--- config.mk ---
export PLATFORM = sky130hd
export DESIGN_NAME = pc_int_unit_flat
export DESIGN_NICKNAME = d
export VERILOG_FILES = /design/src/rtl/pc_int_unit_if.sv /design/src/rtl/pc_int_unit.sv /design/src/flat_wrapper.sv
export SDC_FILE = /design/constraint.sdc
export NUM_CORES = 1
export LEC_CHECK = 0
export BUFFER_PORTS_ARGS = -buffer_cell sky130_fd_sc_hd__buf_2
export CAP_MARGIN = 0
export CORE_UTILIZATION = 55
export DETAILED_ROUTE_END_ITERATION = 7
export PLACE_DENSITY = 0.76
export SETUP_SLACK_MARGIN = 0.3
export SLEW_MARGIN = 0
export SYNTH_ARGS = -nofsm -noshare
export SYNTH_HDL_FRONTEND = slang
export SYNTH_SLANG_ARGS = --single-unit
--- constraint.sdc ---
create_clock -name clk -period 2.7 [get_ports clk]
set_input_delay 0.54 -clock clk [delete_from_list [all_inputs] [get_ports clk]]
set_output_delay 0.54 -clock clk [all_outputs]
set_load 0.005 [all_outputs]
--- src/rtl/pc_int_unit_if.sv ---
// Signal bundle between the core's instruction sequencer and pc_int_unit.
// The master drives the boundary strobes and the interrupt request; the slave returns PC and status.
interface pc_int_unit_if #(
  parameter int XLEN      = 32,
  parameter int STK_DEPTH = 4
);
  localparam int DW = $clog2(STK_DEPTH + 1);

  logic            INT;
  logic            updPC;
  logic            isBranch;
  logic [XLEN-1:0] br_target;
  logic            is_reti;
  logic [XLEN-1:0] PC;
  logic [XLEN-1:0] NPC;
  logic            int_ack;
  logic            int_active;
  logic [DW-1:0]   stk_depth;
  logic            stk_unf;

  modport master (
    output INT, updPC, isBranch, br_target, is_reti,
    input  PC, NPC, int_ack, int_active, stk_depth, stk_unf
  );

  modport slave (
    input  INT, updPC, isBranch, br_target, is_reti,
    output PC, NPC, int_ack, int_active, stk_depth, stk_unf
  );
endinterface

--- src/rtl/pc_int_unit.sv ---
// Program-counter sequencer with vectored interrupt entry and a return-address stack.
// Define INT_NEST_EN to let interrupts nest up to STK_DEPTH; otherwise only one is serviced at a time.
module pc_int_unit #(
  parameter int              XLEN      = 32,
  parameter longint unsigned RST_VEC   = 0,
  parameter longint unsigned INT_VEC   = 64'h0000_0100,
  parameter longint unsigned PC_STEP   = 1,
  parameter int              STK_DEPTH = 4
) (
  input  logic        clk,
  input  logic        rst,
  pc_int_unit_if.slave bus
);
  localparam int              DW     = $clog2(STK_DEPTH + 1);
  localparam logic [XLEN-1:0] RST_PC = XLEN'(RST_VEC);
  localparam logic [XLEN-1:0] INT_PC = XLEN'(INT_VEC);
  localparam logic [XLEN-1:0] STEP   = XLEN'(PC_STEP);
  localparam logic [DW-1:0]   FULL   = DW'(STK_DEPTH);
  localparam logic [DW-1:0]   ONE    = DW'(1);

  logic [XLEN-1:0] pc_reg, pc_next;
  logic [DW-1:0]   depth_reg, depth_next;
  logic            sync1_reg, sync2_reg, sync3_reg;
  logic            pending_reg, pending_next;
  logic            ack_reg, ack_next;
  logic            unf_reg, unf_next;
  logic            int_edge, allowed, do_push;
  logic [XLEN-1:0] npc, seq_next, top_val;
  logic [XLEN-1:0] stack_q [STK_DEPTH];

  // Each entry only ever captures the return address when it is the next free slot.
  for (genvar gi = 0; gi < STK_DEPTH; gi++) begin : g_stk
    logic [XLEN-1:0] entry_reg;
    always_ff @(posedge clk or negedge rst) begin
      if (!rst) begin
        entry_reg <= '0;
      end else if (do_push && depth_reg == DW'(gi)) begin
        entry_reg <= seq_next;
      end
    end
    assign stack_q[gi] = entry_reg;
  end

  always_comb begin
    top_val = '0;
    for (int i = 0; i < STK_DEPTH; i++) begin
      if (depth_reg == DW'(i + 1)) top_val = stack_q[i];
    end
  end

  assign npc      = pc_reg + STEP;
  assign seq_next = bus.isBranch ? bus.br_target : npc;
  assign int_edge = sync2_reg & ~sync3_reg;

`ifdef INT_NEST_EN
  assign allowed = (depth_reg < FULL);
`else
  assign allowed = (depth_reg == '0);
`endif

  // Priority at a boundary: return, underflowing return, interrupt entry, sequential/branch.
  always_comb begin
    pc_next      = pc_reg;
    depth_next   = depth_reg;
    pending_next = pending_reg | int_edge;
    ack_next     = 1'b0;
    unf_next     = unf_reg;
    do_push      = 1'b0;
    if (bus.updPC) begin
      if (bus.is_reti && depth_reg != '0) begin
        pc_next    = top_val;
        depth_next = depth_reg - ONE;
      end else if (bus.is_reti) begin
        pc_next  = seq_next;
        unf_next = 1'b1;
      end else if (pending_reg && allowed) begin
        do_push      = 1'b1;
        pc_next      = INT_PC;
        depth_next   = depth_reg + ONE;
        pending_next = int_edge;
        ack_next     = 1'b1;
      end else begin
        pc_next = seq_next;
      end
    end
  end

  always_ff @(posedge clk or negedge rst) begin
    if (!rst) begin
      pc_reg      <= RST_PC;
      depth_reg   <= '0;
      sync1_reg   <= 1'b0;
      sync2_reg   <= 1'b0;
      sync3_reg   <= 1'b0;
      pending_reg <= 1'b0;
      ack_reg     <= 1'b0;
      unf_reg     <= 1'b0;
    end else begin
      pc_reg      <= pc_next;
      depth_reg   <= depth_next;
      sync1_reg   <= bus.INT;
      sync2_reg   <= sync1_reg;
      sync3_reg   <= sync2_reg;
      pending_reg <= pending_next;
      ack_reg     <= ack_next;
      unf_reg     <= unf_next;
    end
  end

  assign bus.PC         = pc_reg;
  assign bus.NPC        = npc;
  assign bus.int_ack    = ack_reg;
  assign bus.int_active = (depth_reg != '0);
  assign bus.stk_depth  = depth_reg;
  assign bus.stk_unf    = unf_reg;
endmodule

--- src/flat_wrapper.sv ---
// flat-port wrapper written by rule: the top's interface ports become plain ports
module pc_int_unit_flat 
#(
  parameter int              XLEN      = 32,
  parameter longint unsigned RST_VEC   = 0,
  parameter longint unsigned INT_VEC   = 64'h0000_0100,
  parameter longint unsigned PC_STEP   = 1,
  parameter int              STK_DEPTH = 4
)
  (clk, rst, bus_INT, bus_updPC, bus_isBranch, bus_br_target, bus_is_reti, bus_PC, bus_NPC, bus_int_ack, bus_int_active, bus_stk_depth, bus_stk_unf);
  pc_int_unit_if #(.XLEN(XLEN), .STK_DEPTH(STK_DEPTH)) bus_i ();
  input  logic clk;
  input  logic rst;
  input wire logic [$bits(bus_i.INT)-1:0] bus_INT;
  input wire logic [$bits(bus_i.updPC)-1:0] bus_updPC;
  input wire logic [$bits(bus_i.isBranch)-1:0] bus_isBranch;
  input wire logic [$bits(bus_i.br_target)-1:0] bus_br_target;
  input wire logic [$bits(bus_i.is_reti)-1:0] bus_is_reti;
  output wire logic [$bits(bus_i.PC)-1:0] bus_PC;
  output wire logic [$bits(bus_i.NPC)-1:0] bus_NPC;
  output wire logic [$bits(bus_i.int_ack)-1:0] bus_int_ack;
  output wire logic [$bits(bus_i.int_active)-1:0] bus_int_active;
  output wire logic [$bits(bus_i.stk_depth)-1:0] bus_stk_depth;
  output wire logic [$bits(bus_i.stk_unf)-1:0] bus_stk_unf;
  assign bus_i.INT = bus_INT;
  assign bus_i.updPC = bus_updPC;
  assign bus_i.isBranch = bus_isBranch;
  assign bus_i.br_target = bus_br_target;
  assign bus_i.is_reti = bus_is_reti;
  assign bus_PC = bus_i.PC;
  assign bus_NPC = bus_i.NPC;
  assign bus_int_ack = bus_i.int_ack;
  assign bus_int_active = bus_i.int_active;
  assign bus_stk_depth = bus_i.stk_depth;
  assign bus_stk_unf = bus_i.stk_unf;
  pc_int_unit #(.XLEN(XLEN), .RST_VEC(RST_VEC), .INT_VEC(INT_VEC), .PC_STEP(PC_STEP), .STK_DEPTH(STK_DEPTH)) u_core (.clk(clk), .rst(rst), .bus(bus_i));
endmodule
==> results by group, run 1 <==
Outcome
  – Status: complete, but fails checks
  – Failing checks: negative setup slack

Finish
  – Multi-input gate area: 4940 µm²
  – Share of cells above drive strength 1: 35.5%
  – Nets: 1,176
  – Area Overhead vs Synth: 34.9%
  – Final Core Density: 75.8%
  – Register area: 4240 µm²
  – Diode count: 0
  – Fill count: 982
  – Max reg flops: 128

Detailed routing
  – Routed wire per std cell: 23.6 µm
  – Routed wire length: 32.0 mm
  – Routed via count: 9,214
  – Remaining antenna violation count: 0
  – DR DRC count: 0
  – Number of DRC markers in iteration 0: 1,287
  – Drt via density: 6.78
  – DR pass1 iterations: 6

Critical path
  – Crit path cell chain: nand4_4 -> or4_4 -> buf_6 -> nor2_4 -> xor2_1 -> buf_2
  – Crit path largest cell delay: 0.65 ns
  – Worst EP arrival: 2.34 ns
  – Nature of the critical path startpoint: flip-flop
  – Worst path bufs/invs: 2
  – CP Capture Type: output port
  – Slowest-stage cell, CP: or4_4
  – Top delay family on crit path: simple AND/OR/NAND/NOR gates
  – Crit path kind: flip-flop to output port
  – R2R setup slack: 0.21 ns
  – Worst r2r path cells: 13
  – Reg2reg end: u_core.g_stk[1].entry_reg[14]$_DFFE_PN0P_
  – Reg-to-reg startpoint: u_core.bus.PC[1]$_DFFE_PN0P_
  – CP max FO: 6
  – Critical Path RT: 2.16 ns

Global route
  – Grt ovf: 0
  – Largest net degree at the start of global routing: 67
  – Initial antenna violation count: 0
  – Total GRT Usage: 36.9%
  – Vias in the first global route: 8,418
  – First-pass GRT wire length: 46.3 mm

Logic synthesis
  – EDFF count, synth: 0
  – Leading area contributor after synthesis: dfrtp_1
  – Most frequent cell after synthesis: dfrtp_1
  – Yosys cell types: 73
  – Post-synthesis sequential area ratio: 47.5%
  – Seq cells post-synth: 169
  – Top cell type's share of synthesized area: 47.5%
  – Synth Cell Area: 8890 µm²
  – Async SR Flop Fraction: 100%
  – Cells after synthesis: 947
  – Mean Syn Cell Area: 9.39 µm²
  – Synth Flop Type: dfrtp_1
  – Top post-synthesis cells by area: dfrtp_1 (48%), nand2_1 (6.7%), o21ai_0 (6.4%)
  – Syn_nets: 992
  – Post-synth top cells: dfrtp_1 (169), nand2_1 (158), o21ai_0 (114)
  – Synth warn: 0

Pwr
  – Pwr Total: 9.32 mW
  – Cell area power density: 776 nW/µm²
  – Lkg Pwr: 5.51 nW
  – Peak supply drop: 0.557 mV

Die
  – Die width: 129 µm
  – Io pins: 108
  – Total Die Area: 16,700 µm²
  – Initial Utilization: 56.2%
  – Core area: 15,800 µm²
  – Row cnt: 46
  – Die boundary height: 129 µm

Clocking
  – Clk sinks: 169
  – CTS tree: built
  – H-tree levels: 4
  – Clk Latency, worst-skew pair: 0.45 ns
  – Clock root cell: clkbuf_16
  – Num CTS Buffers: 17
  – CTS clk-pin slew, worst paths: 0.07 ns
  – CTS Buffer Depth: 2

Timing
  – Worst-Margin Slew: 0.718 ns
  – Skew final: 0.0139 ns
  – Final hold vios: 0
  – Crit path time final: 2.88 ns
  – Max-slew headroom: 52.1%
  – # setup viols final: 16
  – Fin. max-slew vios: 0
  – Max Fclk: 347 MHz
  – Tcrit/Tclk final: 107%
  – RSZ-0062 raised after global routing: yes
  – Final WS setup: -0.179 ns

Run
  – Max-Cap Viols: 0

Placement
  – Port Buffer Count: 107
  – Detailed Place HPWL: 18.0 mm
  – Final RePlAce weighted congestion: 0.899

Worst hold path
  – HP Class: primary input to async pin
==> worst max path at each step <==
| stage | start | endpoint | cells past startpoint |
|---|---|---|---|
| after floorplan | u_core.bus.stk_depth[2]$_DFFE_PN0P_ | u_core.bus.PC[7]$_DFFE_PN0P_ | 9 |
| after global placement | u_core.bus.PC[19]$_DFFE_PN0P_ | bus_NPC[31] | 7 |
| after detailed placement | u_core.bus.PC[19]$_DFFE_PN0P_ | bus_NPC[31] | 7 |
| after CTS | u_core.bus.PC[15]$_DFFE_PN0P_ | bus_NPC[29] | 6 |
| after global routing | u_core.bus.PC[13]$_DFFE_PN0P_ | bus_NPC[29] | 6 |
| final | u_core.bus.PC[3]$_DFFE_PN0P_ | bus_NPC[17] | 6 |
==> power breakdown <==
| part | internal (mW) | switching, mW | total (mW) |
|---|---|---|---|
| sequential | 2.96 | 0.385 | 3.35 |
| clock | 1.51 | 1.16 | 2.67 |
| combinational | 1.38 | 1.92 | 3.30 |
| total | 5.85 | 3.47 | 9.32 |
==> final cells by class <==
type	count	share of cell area, %
well taps	216	2.25
clock inverters	14	1.54
repair buffers	242	15.2
multi-input cells	678	41.2
flip-flops and latches	169	35.4
inverters	23	0.740
clock buffers	18	3.66
==> layer usage <==
metal,GRT usage [%],wire (µm)
met4,19.0,1690
met5,0,0
met1,48.8,12000
met3,8.59,3670
met2,56.8,14700
==> repair_timing <==
action / 4_1_cts / 5_1_grt
buffers inserted: 53 / 26
pin swaps: 41 / 32
resized for setup: 94 / 80
endpoints found under the setup margin: 130 / 128
hold buffers: 0 / 0
==> layout by cell type, fill, tap and decap left out, drive strengths merged, types with 7 or more instances in the layout <==
cell and n:
a21oi 17, a221o 18, a221oi 14, a22o 17, and3 8, and4 9, buf 242, clkbuf 18
dfrtp 169, ha 7, inv 29, mux2 13, mux2i 14, nand2 159, nand2b 18, nand3 29
nand4 24, nor2 22, nor2b 12, nor3 15, nor3b 9, o211ai 7, o21ai 126, o221ai 29
or2 7, or3 12, xnor2 18, xor2 9
==> through the flow <==
stage | TNS, ns | hold slack, ns | worst slack (ns) | instance area, µm² | cells
floorplan | 0 | 0.244 | 0.311 | 8900 | 947
global route | -2.47 | 0.0531 | -0.204 | 12000 | 1360
CTS | -0.233 | 0.0492 | -0.0799 | 11400 | 1334
global placement | -0.00223 | 0.335 | -0.00223 | 9940 | 1249
finish | -1.34 | 0.0206 | -0.179 | 12000 | 1360
detailed placement | 0 | 0.337 | 0.0909 | 9940 | 1249
==> cells by family (layout without fill, tap and decap cells) <==
group	Yosys count	count (layout)	synth area share, %
simple gates	340	340	19.5
flops	169	169	47.5
compound gates	277	277	21.7
fa+ha+maj	7	7	0.985
mux	27	27	3.22
xor+xnor	27	27	2.66
buf+inv	100	297	4.45
Power figures use the tool's default switching activity.
==> run 2: changes to the inputs <==
BUFFER_PORTS_ARGS = not set   (was -buffer_cell sky130_fd_sc_hd__buf_2)
DONT_BUFFER_PORTS = 1   (was not set)
PLACE_DENSITY = 0.7   (was 0.76)
==> results by group, run 2 (synthesized netlist as in run 1, its figures left out) <==
Pwr
  – Lkg Pwr: 4.65 nW (was 5.51 nW)
  – Sw frac: 36.4% (was 37.2%)
  – NetSw: 3.06 mW (was 3.47 mW)
  – Peak supply drop: 0.656 mV (was 0.557 mV)
  – Int Power: 5.34 mW (was 5.85 mW)
  – Comb power frac: 31.1% (was 35.5%)
  – Reg power frac: 40.4% (was 35.9%)
  – Cell area power density: 777 nW/µm² (was 776 nW/µm²)
  – Clock network fraction of total power: 28.5% (was 28.6%)

Finish
  – Share of cells above drive strength 1: 23.5% (was 35.5%)
  – Final Core Density: 68.3% (was 75.8%)
  – Max reg flops: 128 (unchanged)
  – Fill count: 1,142 (was 982)
  – Most common cell after layout, fill and taps aside: dfrtp_1 (unchanged)
  – Nets: 1,024 (was 1,176)
  – Area Overhead vs Synth: 21.5% (was 34.9%)
  – Diode count: 0 (unchanged)
  – Most frequent cells in the layout: dfrtp_1 (158), nand2_1 (153), o21ai_0 (114), buf_4 (68), nand3_1 (23) (was dfrtp_1 (157), nand2_1 (153), o21ai_0 (110), buf_2 (102), buf_4 (93))

Detailed routing
  – Routed wire per std cell: 23.9 µm (was 23.6 µm)
  – Routed wire length: 28.9 mm (was 32.0 mm)
  – Drt via density: 6.67 (was 6.78)
  – Routed via count: 8,063 (was 9,214)
  – Number of DRC markers in iteration 0: 854 (was 1,287)
  – DR DRC count: 0 (unchanged)
  – Remaining antenna violation count: 0 (unchanged)
  – DR pass1 iterations: 7 (was 6)

Critical path
  – Worst path bufs/invs: 1 (was 2)
  – Crit path cell chain: buf_6 -> nand4_1 -> or4_4 -> o21a_1 -> or2_4 (was nand4_4 -> or4_4 -> buf_6 -> nor2_4 -> xor2_1 -> buf_2)
  – CP Capture Type: output port (unchanged)
  – Crit path largest cell delay: 0.56 ns (was 0.65 ns)
  – Nature of the critical path startpoint: flip-flop (unchanged)
  – Crit path kind: flip-flop to output port (unchanged)
  – Top delay family on crit path: simple AND/OR/NAND/NOR gates (unchanged)
  – CP Launch Point: u_core.bus.PC[2]$_DFFE_PN0P_ (was u_core.bus.PC[3]$_DFFE_PN0P_)
  – Slowest-stage cell, CP: or4_4 (unchanged)
  – Worst EP arrival: 2.17 ns (was 2.34 ns)
  – Reg-to-reg startpoint: u_core.bus.PC[2]$_DFFE_PN0P_ (was u_core.bus.PC[1]$_DFFE_PN0P_)
  – CP max FO: 10 (was 6)
  – Critical Path RT: 2.16 ns (about the same)

Die
  – Core area: 15,800 µm² (unchanged)
  – Initial Utilization: 56.2% (unchanged)
  – Io pins: 108 (unchanged)
  – Total Die Area: 16,700 µm² (unchanged)
  – Row cnt: 46 (unchanged)
  – Die boundary height: 129 µm (unchanged)
  – Die width: 129 µm (unchanged)

Clocking
  – CTS clk-pin slew, worst paths: 0.06 ns (was 0.07 ns)
  – CTS tree: built (unchanged)
  – Clk sinks: 169 (unchanged)
  – Clk Latency, worst-skew pair: 0.44 ns (was 0.45 ns)
  – H-tree levels: 4 (unchanged)
  – Clock root cell: clkbuf_16 (unchanged)
  – CTS Buffer Depth: 2 (unchanged)
  – Num CTS Buffers: 17 (unchanged)

Timing
  – Max-slew headroom: 46.4% (was 52.1%)
  – Tcrit/Tclk final: 101% (was 107%)
  – Final hold vios: 169 (was 0)
  – Final WS setup: -0.0150 ns (was -0.179 ns)
  – # setup viols final: 1 (was 16)
  – Skew final: 0.00938 ns (was 0.0139 ns)
  – Fin. max-slew vios: 0 (unchanged)
  – Crit path time final: 2.71 ns (was 2.88 ns)
  – RSZ-0062 raised after global routing: yes (unchanged)
  – TNS Setup: -0.0150 ns (was -1.34 ns)
  – Max Fclk: 368 MHz (was 347 MHz)
  – Worst-Margin Slew: 0.803 ns (was 0.718 ns)
  – Final hold slack: -0.199 ns (was 0.0206 ns)

Run
  – Max-Cap Viols: 0 (unchanged)

Outcome
  – Failing checks: negative hold slack, negative setup slack (was negative setup slack)
  – Status: complete, but fails checks (unchanged)

Global route
  – Initial antenna violation count: 0 (unchanged)
  – Vias in the first global route: 7,791 (was 8,418)
  – Largest net degree at the start of global routing: 170 (was 67)
  – Grt ovf: 0 (unchanged)
  – First-pass GRT wire length: 44.0 mm (was 46.3 mm)
  – Total GRT Usage: 35.4% (was 36.9%)

Placement
  – Port Buffer Count: 0 (was 107)
  – Detailed Place HPWL: 17.8 mm (was 18.0 mm)
  – Final RePlAce weighted congestion: 0.864 (was 0.899)

Worst hold path
  – HP Class: primary input to async pin (unchanged)
-- run 2: worst paths after layout --
kind	end	slack (ns)	cells past startpoint
setup / recovery	bus_NPC[15]	-0.01	5
hold / removal	u_core.g_stk[0].entry_reg[15]$_DFFE_PN0P_	-0.20	0
setup reg to reg	u_core.bus.PC[15]$_DFFE_PN0P_	0.35	8
hold reg to reg	u_core.sync2_reg$_DFF_PN0_	0.35	0
max in group asynchronous	u_core.bus.PC[23]$_DFFE_PN0P_	2.55	0
min in group clk	u_core.sync1_reg$_DFF_PN0_	0.13	0
-- run 2: layout make-up --
cell class | instances | area, µm² | area share, %
Clock buffer | 20 | 437 | 4.04
Clock inverter | 12 | 128 | 1.18
Inverter | 23 | 91.3 | 0.845
Multi-Input combinational cell | 678 | 4850 | 44.8
Sequential cell | 169 | 4240 | 39.2
Tap cell | 216 | 270 | 2.50
Timing Repair Buffer | 90 | 793 | 7.34
-- run 2: power groups by stage --
| stage | Clock (mW) | Combinational, mW | Sequential, mW |
|---|---|---|---|
| after floorplan | 0 | 1.48 | 3.29 |
| after global placement | 0 | 2.21 | 3.33 |
| after detailed placement | 0 | 2.27 | 3.37 |
| after CTS | 2.41 | 2.37 | 3.34 |
| after global routing | 2.50 | 2.80 | 3.43 |
| final | 2.40 | 2.61 | 3.39 |
-- run 2: what timing repair did --
action,in CTS,in global routing
endpoints found under the setup margin,40,124
resized for setup,51,82
pin swaps,16,29
buffers inserted,19,18
hold endpoints to repair,169,169
-- run 2: metrics by stage --
stage	cell area [µm²]	total power, mW	setup slack (ns)	cells
after floorplan	8900	4.77	0.311	947
after global placement	9320	5.55	0.261	1139
after detailed placement	9320	5.64	0.184	1139
after CTS	10200	8.12	-0.0639	1190
after global routing	10800	8.73	-0.0642	1208
final	10800	8.40	-0.0150	1208
-- run 2: layer usage --
metal	GRT usage (%)	part of all wire (%)	vias to the layer above
li1	-	-	3526
met1	45.2	38	3981
met2	56.4	48	477
met3	10.7	11	79
met4	14.6	3.3	0
met5	0	0	-
